==> config.mk <==
export PLATFORM = sky130hd
export DESIGN_NAME = master_bridge_sync_fifo_flat
export DESIGN_NICKNAME = d
export VERILOG_FILES = /design/src/rtl/master_bridge_sync_fifo_if.sv /design/src/rtl/master_bridge_sync_fifo_mem.sv /design/src/rtl/master_bridge_sync_fifo.sv /design/src/flat_wrapper.sv
export SDC_FILE = /design/constraint.sdc
export NUM_CORES = 1
export LEC_CHECK = 0
export CORE_MARGIN = 4
export CORE_UTILIZATION = 62
export CTS_CLUSTER_SIZE = 20
export DETAILED_ROUTE_END_ITERATION = 10
export MAX_ROUTING_LAYER = met4
export PLACE_DENSITY = 0.94
export SLEW_MARGIN = 5
export SYNTH_ARGS = -nofsm -noshare
export SYNTH_HDL_FRONTEND = slang
export SYNTH_SLANG_ARGS = --single-unit
==> constraint.sdc <==
create_clock -name i_clk -period 8.31 [get_ports i_clk]
set_input_delay 2.493 -clock i_clk [delete_from_list [all_inputs] [get_ports i_clk]]
set_output_delay 2.493 -clock i_clk [all_outputs]
set_load 0.05 [all_outputs]
==> src/rtl/master_bridge_sync_fifo_if.sv <==
// ----------------------------------------------------------------------------
// master_bridge_sync_fifo_if
// Push/pop handshake and data bus between the TL RX decode path (producer),
// the AXI master channel logic (consumer) and the single-clock FIFO.
//   i_w_inc / i_w_data : push request and data (into the FIFO)
//   i_r_inc            : pop request (into the FIFO)
//   o_r_data           : head/read data (out of the FIFO)
//   o_w_full_flag      : FIFO full
//   o_r_empty_flag     : FIFO empty
// Modports: master = client driving push/pop, slave = the FIFO itself.
// ----------------------------------------------------------------------------
interface master_bridge_sync_fifo_if #(
    parameter int DATA_WIDTH = 32
);
    logic                  i_w_inc;
    logic [DATA_WIDTH-1:0] i_w_data;
    logic                  i_r_inc;
    logic [DATA_WIDTH-1:0] o_r_data;
    logic                  o_w_full_flag;
    logic                  o_r_empty_flag;

    modport master (
        output i_w_inc, i_w_data, i_r_inc,
        input  o_r_data, o_w_full_flag, o_r_empty_flag
    );

    modport slave (
        input  i_w_inc, i_w_data, i_r_inc,
        output o_r_data, o_w_full_flag, o_r_empty_flag
    );
endinterface

==> src/rtl/master_bridge_sync_fifo_mem.sv <==
// ----------------------------------------------------------------------------
// master_bridge_sync_fifo_mem
// 1-write / 1-read register array, 2**ADDR_WIDTH entries, no reset.
//   i_clk   : clock
//   i_we    : write enable
//   i_waddr : write address
//   i_wdata : write data
//   i_raddr : asynchronous read address
//   o_rdata : read data (combinational from i_raddr)
// ----------------------------------------------------------------------------
module master_bridge_sync_fifo_mem #(
    parameter int DATA_WIDTH = 32,
    parameter int ADDR_WIDTH = 3
) (
    input  logic                  i_clk,
    input  logic                  i_we,
    input  logic [ADDR_WIDTH-1:0] i_waddr,
    input  logic [DATA_WIDTH-1:0] i_wdata,
    input  logic [ADDR_WIDTH-1:0] i_raddr,
    output logic [DATA_WIDTH-1:0] o_rdata
);
    localparam int FIFO_DEPTH = 1 << ADDR_WIDTH;

    logic [DATA_WIDTH-1:0] r_mem [FIFO_DEPTH];

    always_ff @(posedge i_clk) begin
        if (i_we) begin
            r_mem[i_waddr] <= i_wdata;
        end
    end

    assign o_rdata = r_mem[i_raddr];
endmodule

==> src/rtl/master_bridge_sync_fifo.sv <==
// ----------------------------------------------------------------------------
// master_bridge_sync_fifo
// Single-clock FIFO between TL RX decode and the AXI master channel logic.
// FWFT=1 presents the head word combinationally; FWFT=0 registers the read
// data on each accepted pop.
//   i_clk, i_rst          : clock, synchronous active-high reset
//   bus (slave)           : push/pop handshake, data, full/empty flags
//   i_af_thresh           : almost-full threshold  (level >= thresh)
//   i_ae_thresh           : almost-empty threshold (level <= thresh)
//   i_clr_err             : clears sticky error flags
//   o_w_almost_full_flag  : almost full
//   o_r_almost_empty_flag : almost empty
//   o_level               : occupancy 0..2**ADDR_WIDTH
//   o_overflow            : sticky, push attempted while full
//   o_underflow           : sticky, pop attempted while empty
// ----------------------------------------------------------------------------
module master_bridge_sync_fifo #(
    parameter int DATA_WIDTH = 32,
    parameter int ADDR_WIDTH = 3,
    parameter int FWFT       = 1
) (
    input  logic                  i_clk,
    input  logic                  i_rst,
    master_bridge_sync_fifo_if.slave bus,
    input  logic [ADDR_WIDTH:0]   i_af_thresh,
    input  logic [ADDR_WIDTH:0]   i_ae_thresh,
    input  logic                  i_clr_err,
    output logic                  o_w_almost_full_flag,
    output logic                  o_r_almost_empty_flag,
    output logic [ADDR_WIDTH:0]   o_level,
    output logic                  o_overflow,
    output logic                  o_underflow
);
    localparam int PTR_W = ADDR_WIDTH + 1;

    logic [PTR_W-1:0]      r_wr_ptr;
    logic [PTR_W-1:0]      r_rd_ptr;
    logic [PTR_W-1:0]      w_level;
    logic                  w_full;
    logic                  w_empty;
    logic                  w_push;
    logic                  w_pop;
    logic [DATA_WIDTH-1:0] w_mem_rdata;
    logic                  r_overflow;
    logic                  r_underflow;

    // Flags decode only the registered pointers; the extra MSB tells a full
    // FIFO apart from an empty one when the index bits match.
    assign w_empty = (r_wr_ptr == r_rd_ptr);
    assign w_full  = (r_wr_ptr[ADDR_WIDTH] != r_rd_ptr[ADDR_WIDTH]) &&
                     (r_wr_ptr[ADDR_WIDTH-1:0] == r_rd_ptr[ADDR_WIDTH-1:0]);
    assign w_level = r_wr_ptr - r_rd_ptr;

    assign w_push = bus.i_w_inc && !w_full;
    assign w_pop  = bus.i_r_inc && !w_empty;

    always_ff @(posedge i_clk) begin
        if (i_rst) begin
            r_wr_ptr <= '0;
            r_rd_ptr <= '0;
        end else begin
            if (w_push) r_wr_ptr <= r_wr_ptr + PTR_W'(1);
            if (w_pop)  r_rd_ptr <= r_rd_ptr + PTR_W'(1);
        end
    end

    // Set has priority over clear so an error in the clearing cycle survives.
    always_ff @(posedge i_clk) begin
        if (i_rst) begin
            r_overflow  <= 1'b0;
            r_underflow <= 1'b0;
        end else begin
            if (bus.i_w_inc && w_full)       r_overflow <= 1'b1;
            else if (i_clr_err)              r_overflow <= 1'b0;
            if (bus.i_r_inc && w_empty)      r_underflow <= 1'b1;
            else if (i_clr_err)              r_underflow <= 1'b0;
        end
    end

    master_bridge_sync_fifo_mem #(
        .DATA_WIDTH (DATA_WIDTH),
        .ADDR_WIDTH (ADDR_WIDTH)
    ) u_mem (
        .i_clk   (i_clk),
        .i_we    (w_push),
        .i_waddr (r_wr_ptr[ADDR_WIDTH-1:0]),
        .i_wdata (bus.i_w_data),
        .i_raddr (r_rd_ptr[ADDR_WIDTH-1:0]),
        .o_rdata (w_mem_rdata)
    );

    generate
        if (FWFT != 0) begin : g_fwft
            // Stale array contents are masked so an empty FIFO reads as zero.
            assign bus.o_r_data = w_empty ? '0 : w_mem_rdata;
        end else begin : g_reg_read
            logic [DATA_WIDTH-1:0] r_rd_data;
            always_ff @(posedge i_clk) begin
                if (i_rst)      r_rd_data <= '0;
                else if (w_pop) r_rd_data <= w_mem_rdata;
            end
            assign bus.o_r_data = r_rd_data;
        end
    endgenerate

    assign bus.o_w_full_flag     = w_full;
    assign bus.o_r_empty_flag    = w_empty;
    assign o_level               = w_level;
    assign o_w_almost_full_flag  = (w_level >= i_af_thresh);
    assign o_r_almost_empty_flag = (w_level <= i_ae_thresh);
    assign o_overflow            = r_overflow;
    assign o_underflow           = r_underflow;
endmodule

==> src/flat_wrapper.sv <==
// flat-port wrapper written by rule: the top's interface ports become plain ports
module master_bridge_sync_fifo_flat 
#(
    parameter int DATA_WIDTH = 32,
    parameter int ADDR_WIDTH = 3,
    parameter int FWFT       = 1
)
  (i_clk, i_rst, i_af_thresh, i_ae_thresh, i_clr_err, o_w_almost_full_flag, o_r_almost_empty_flag, o_level, o_overflow, o_underflow, bus_i_w_inc, bus_i_w_data, bus_i_r_inc, bus_o_r_data, bus_o_w_full_flag, bus_o_r_empty_flag);
  master_bridge_sync_fifo_if #(.DATA_WIDTH(DATA_WIDTH)) bus_i ();
  input  logic i_clk;
  input  logic i_rst;
  input  logic [ADDR_WIDTH:0] i_af_thresh;
  input  logic [ADDR_WIDTH:0] i_ae_thresh;
  input  logic i_clr_err;
  output logic o_w_almost_full_flag;
  output logic o_r_almost_empty_flag;
  output logic [ADDR_WIDTH:0] o_level;
  output logic o_overflow;
  output logic o_underflow;
  input wire logic [$bits(bus_i.i_w_inc)-1:0] bus_i_w_inc;
  input wire logic [$bits(bus_i.i_w_data)-1:0] bus_i_w_data;
  input wire logic [$bits(bus_i.i_r_inc)-1:0] bus_i_r_inc;
  output wire logic [$bits(bus_i.o_r_data)-1:0] bus_o_r_data;
  output wire logic [$bits(bus_i.o_w_full_flag)-1:0] bus_o_w_full_flag;
  output wire logic [$bits(bus_i.o_r_empty_flag)-1:0] bus_o_r_empty_flag;
  assign bus_i.i_w_inc = bus_i_w_inc;
  assign bus_i.i_w_data = bus_i_w_data;
  assign bus_i.i_r_inc = bus_i_r_inc;
  assign bus_o_r_data = bus_i.o_r_data;
  assign bus_o_w_full_flag = bus_i.o_w_full_flag;
  assign bus_o_r_empty_flag = bus_i.o_r_empty_flag;
  master_bridge_sync_fifo #(.DATA_WIDTH(DATA_WIDTH), .ADDR_WIDTH(ADDR_WIDTH), .FWFT(FWFT)) u_core (.i_clk(i_clk), .i_rst(i_rst), .bus(bus_i), .i_af_thresh(i_af_thresh), .i_ae_thresh(i_ae_thresh), .i_clr_err(i_clr_err), .o_w_almost_full_flag(o_w_almost_full_flag), .o_r_almost_empty_flag(o_r_almost_empty_flag), .o_level(o_level), .o_overflow(o_overflow), .o_underflow(o_underflow));
endmodule
Word level (Yosys, flattened, before mapping)
Memory sizes are Yosys's and may differ from the RTL's. A register that Yosys moved wholly into a read port is not among the register bits.
Cells that the tools add are included.
{"block": "totals", "ff_bits": 10, "ramBits": 256, "mem_count": 1}
{"name": "u_core.u_mem.r_mem", "depth": 8, "word_bits": 32, "rd": 1, "rd_ports_with_merged_regs": 1, "write_ports": 1, "line_no": "master_bridge_sync_fifo_mem.sv:24", "text": "logic [DATA_WIDTH-1:0] r_mem [FIFO_DEPTH];"}
{"block": "classes", "addsub": 3, "magnitude_cmp": 2, "eq_ne": 3, "n_mux": 8, "n_reduce_logical": 9}
{"operator": "$mux W32", "count": 1}
{"operator": "$add A4 B1 Y4 const B", "count": 2}
{"operator": "$mux W3", "count": 2}
{"operator": "$logic_and A1 B1 Y1", "count": 5}
{"operator": "$mux W1", "count": 5}
{"operator": "$eq A4 B4 Y1", "count": 1}
{"operator": "$ge A4 B4 Y1", "count": 1}
{"operator": "$le A4 B4 Y1", "count": 1}
{"operator": "$reduce_bool A2 Y1", "count": 2}
{"operator": "$sub A4 B4 Y4", "count": 1}
{"operator": "$eq A3 B3 Y1", "count": 1}
{"operator": "$logic_not A1 Y1", "count": 2}
{"operator": "$ne A1 B1 Y1", "count": 1}

Logic depth before layout (Yosys ltp)
{"block": "logic_depth", "word_depth": 6, "ltp_mapped": 10, "depth_no_buf": 10}

By module
Synthesis repeated with hierarchy kept, for this count alone.
{"block": "unflattened", "hier_cells": 510, "area_unflattened_um2": 10791.6}
{"module": "master_bridge_sync_fifo_mem", "instances": 1, "cells_per_inst": 383, "area_each_um2": 9825.7}
{"module": "master_bridge_sync_fifo", "instances": 1, "cells_per_inst": 127, "area_each_um2": 965.9}

Least setup slack after synthesis
No wires, ideal clock.
{"block": "synth_timing", "path_kind": "input to output", "start": "in i_af_thresh[1]", "end": "out o_w_almost_full_flag", "arrival_ns": 3.764, "setup_slack_ns": 2.053, "path_stages": 5, "path_buffers": 0, "cell_sequence": "inv_1 > ha_1 > a21boi_0 > o21ai_0 > a21oi_1"}
{"block": "synth_between", "elab_chain_cells": 1}
{"element": "from (decl)", "line_no": "flat_wrapper.sv:12", "text": "input logic [ADDR_WIDTH:0] i_af_thresh;"}
{"element": "$ge A4 B4 Y1", "line_no": "master_bridge_sync_fifo.sv:109", "text": "assign o_w_almost_full_flag = (w_level >= i_af_thresh);"}
{"element": "to (decl)", "line_no": "flat_wrapper.sv:15", "text": "output logic o_w_almost_full_flag;"}
Every way passes these cells.

Worst setup path in the final report
Same ends and word-level chain as after synthesis.

==> flow_metrics.env <==
export IMPL_outcome="complete, no violations"
export IMPL_die_x_um=138
export IMPL_critPathLaunchType="primary input"
export IMPL_cpMostUsedCell="clkdlybuf4s50_1"
export IMPL_finalHoldViolCount=0
export IMPL_timing_fmax_mhz=144
export IMPL_postRouteAntennaNets=0
export IMPL_rrSetupSlack_ns=5.39
export IMPL_synth_main_ff_cell="edfxtp_1"
export IMPL_hold_depth=2
export IMPL_drt_iter0_drc=520
export IMPL_finalPower_w=0.00357
export IMPL_yosysSeqAreaShare=0.759
export IMPL_maxCapViolations=0
export IMPL_finalClockSkew_ns=0.0171
export IMPL_post_cts_buffers=0
export IMPL_rsz0062_at_grt="false"
export IMPL_grt_max_degree=40
export IMPL_finalSetupViolations=0
export IMPL_grt_ovfl_total=0
export IMPL_power_switching_w=0.00103
export IMPL_synthCells=481
export IMPL_pin_count=87
export IMPL_yosys_top_cells_area="edfxtp_1, mux4_2, a22o_1"
export IMPL_cellInternalPower_w=0.00254
export IMPL_vias=5255
export IMPL_cp_required_ns=5.82
export IMPL_cts_resized=0
export IMPL_ir_drop_v=0.000191
export IMPL_synth_edf_count=256
export IMPL_yosysUniqueCellTypes=36
export IMPL_cp_end_kind="primary output"
export IMPL_die_y_um=138
export IMPL_power_frac_seq=0.442
export IMPL_core_area_mm2=0.0166
export IMPL_gp_congestion=0.796
export IMPL_relSlewSlack=0.266
export IMPL_yosysTopAreaCell="edfxtp_1"
export IMPL_start_util=0.631
export IMPL_fp_row_count=47
export IMPL_grt_pass1_wl_mm=34.1
export IMPL_crit_slowest_cell="clkdlybuf4s50_1"
export IMPL_cts_sinks=269
export IMPL_slowest_delay_ns=0.82
export IMPL_arrival_ns=4.44
export IMPL_cts_htree_levels=1
export IMPL_final_setup_tns_ns=0
export IMPL_combPwrFrac=0.233
export IMPL_p_clk_frac=0.324
export IMPL_p_leak_nw=4.01
export IMPL_clk_pin_slew_ns=0.07
export IMPL_numPortBuffers=86
export IMPL_cts_max_path_buffers=3
export IMPL_clock_latency_ns=0.52
export IMPL_async_flop_share=0
export IMPL_dp_cells=774
export IMPL_routed_via_density=6.39
export IMPL_netlist_area_mm2=0.0105
export IMPL_die_area_mm2=0.0190
export IMPL_reg2reg_depth=6
export IMPL_drc=0
export IMPL_ys_warn_count=0
export IMPL_wl_per_cell_um=27.8
export IMPL_final_cell_mix="edfxtp_1, clkdlybuf4s50_1, mux4_2"
export IMPL_netlist_area_leader_share=0.734
export IMPL_power_density_mw_per_mm2=287
export IMPL_critPathMaxFanout=1
export IMPL_nets=642
export IMPL_worstSetupPathType="in -> out"
export IMPL_min_path_type="reg -> reg"
export IMPL_dp_hpwl_mm=11.5
export IMPL_avgSynthCellArea_um2=21.8
export IMPL_r2r_end="u_core.u_mem.r_mem[2][29]"
export IMPL_grt_total_usage=0.258
export IMPL_p_sw_frac=0.288
export IMPL_path_cells="clkdlybuf4s50_1 -> inv_1 -> ha_1 -> a21boi_0 -> o21ai_0 -> a21oi_1 -> clkdlybuf4s50_1"
export IMPL_antenna_cells=0
export IMPL_cts_tree="yes"
export IMPL_hp_start="u_core.r_rd_ptr[2]"
export IMPL_area_growth_pct=18.9
export IMPL_syn_nets=540
export IMPL_layout_drive_gt1_share=0.212
export IMPL_wl_mm=22.9
export IMPL_r2r_start="u_core.r_wr_ptr[0]"
export IMPL_final_cells=823
export IMPL_synth_seq_cells=269
export IMPL_antenna_found_initial=0
export IMPL_numCtsBuffers=27
export IMPL_tightestPinTransition_ns=1.10
export IMPL_cts_hold_buf=0
export IMPL_mostFrequentLayoutCell="edfxtp_1"
export IMPL_drt_pass1_iterations=7
export IMPL_clockRootBuffer="clkbuf_16"
export IMPL_slew_viol_final=0
export IMPL_grt_pass1_vias=5587
export IMPL_period_share=0.834
export IMPL_min_period_ns=6.93
[power groups by stage]
stage          combinational (W)  clock [W]  sequential, W
4_1_cts                 0.000839    0.00117        0.00158
6_report                0.000833    0.00116        0.00158
3_5_place_dp            0.000824          0        0.00161
2_1_floorplan           0.000617          0        0.00157
3_3_place_gp            0.000806          0        0.00160
5_1_grt                 0.000876    0.00123        0.00159
[critical path: cells and delay by family]
family,cells,cell delay [ns]
buffers and inverters,3,1.31
AO/OA/AOI/OAI,3,0.39
adder cells (fa/ha/maj),1,0.26
[layer usage]
| layer | wire, um | part of all wire | up-vias | track usage |
|---|---|---|---|---|
| met4 | 517 | 0.023 | 0 | 0.0730 |
| met2 | 12200 | 0.53 | 290 | 0.437 |
| met3 | 1660 | 0.072 | 37 | 0.0439 |
| li1 | - | - | 2210 | - |
| met1 | 8460 | 0.37 | 2718 | 0.329 |
| met5 | 0 | 0 | - | - |
[stage by stage]
| step | hold slack [ns] | setup slack [ns] | cell area [um2] | util |
|---|---|---|---|---|
| after floorplan | 0.478 | 2.05 | 10500 | - |
| after global placement | 0.509 | 1.40 | 11600 | 0.699 |
| after detailed placement | 0.558 | 1.37 | 11600 | 0.699 |
| after CTS | 0.565 | 1.36 | 12400 | 0.750 |
| after global routing | 0.633 | 1.27 | 12400 | 0.750 |
| final | 0.566 | 1.38 | 12400 | 0.750 |
[state kept, by name, summed over array words and instances (netlist names), named ones only]
name	flops
u_core.o_underflow	1
u_core.r_rd_ptr	4
u_core.u_mem.r_mem	256
u_core.o_overflow	1
u_core.r_wr_ptr	4
[worst max-delay path by stage]
stage	startpoint	endpoint	slack [ns]	depth (start not counted)
after floorplan	i_af_thresh[1]	o_w_almost_full_flag	2.05	5
after global placement	i_af_thresh[1]	o_w_almost_full_flag	1.40	7
after detailed placement	i_af_thresh[1]	o_w_almost_full_flag	1.37	7
after CTS	i_af_thresh[1]	o_w_almost_full_flag	1.36	7
after global routing	i_af_thresh[1]	o_w_almost_full_flag	1.27	7
final	i_af_thresh[1]	o_w_almost_full_flag	1.38	7
[layout make-up]
class                   count  area [um2]
flip-flops and latches    269        7950
fillers                   865        4140
multi-input cells         176        2380
repair buffers             96         936
clock buffers              39         741
well taps                 220         275
clock inverters            10         111
inverters                  13        48.8
[cell usage after synthesis, drive strengths merged (2+ instances only)]
cell type	instances
dfxtp	13
xor2	4
mux4	64
ha	13
xnor2	5
mux2i	2
buf	18
nor3	4
nand4	3
a21oi	9
o21ai	5
clkbuf	5
nor2	17
edfxtp	256
nor2b	3
inv	13
a22o	32
o211ai	2
nand2	5
[cells by family after synthesis]
group,after synthesis,synth area share
mux,66,0.140
compound gates,50,0.0374
flops,269,0.759
xor+xnor,9,0.00896
simple gates,37,0.0179
fa+ha+maj,14,0.0174
buf+inv,36,0.0196
Power figures use the tool's default switching activity.
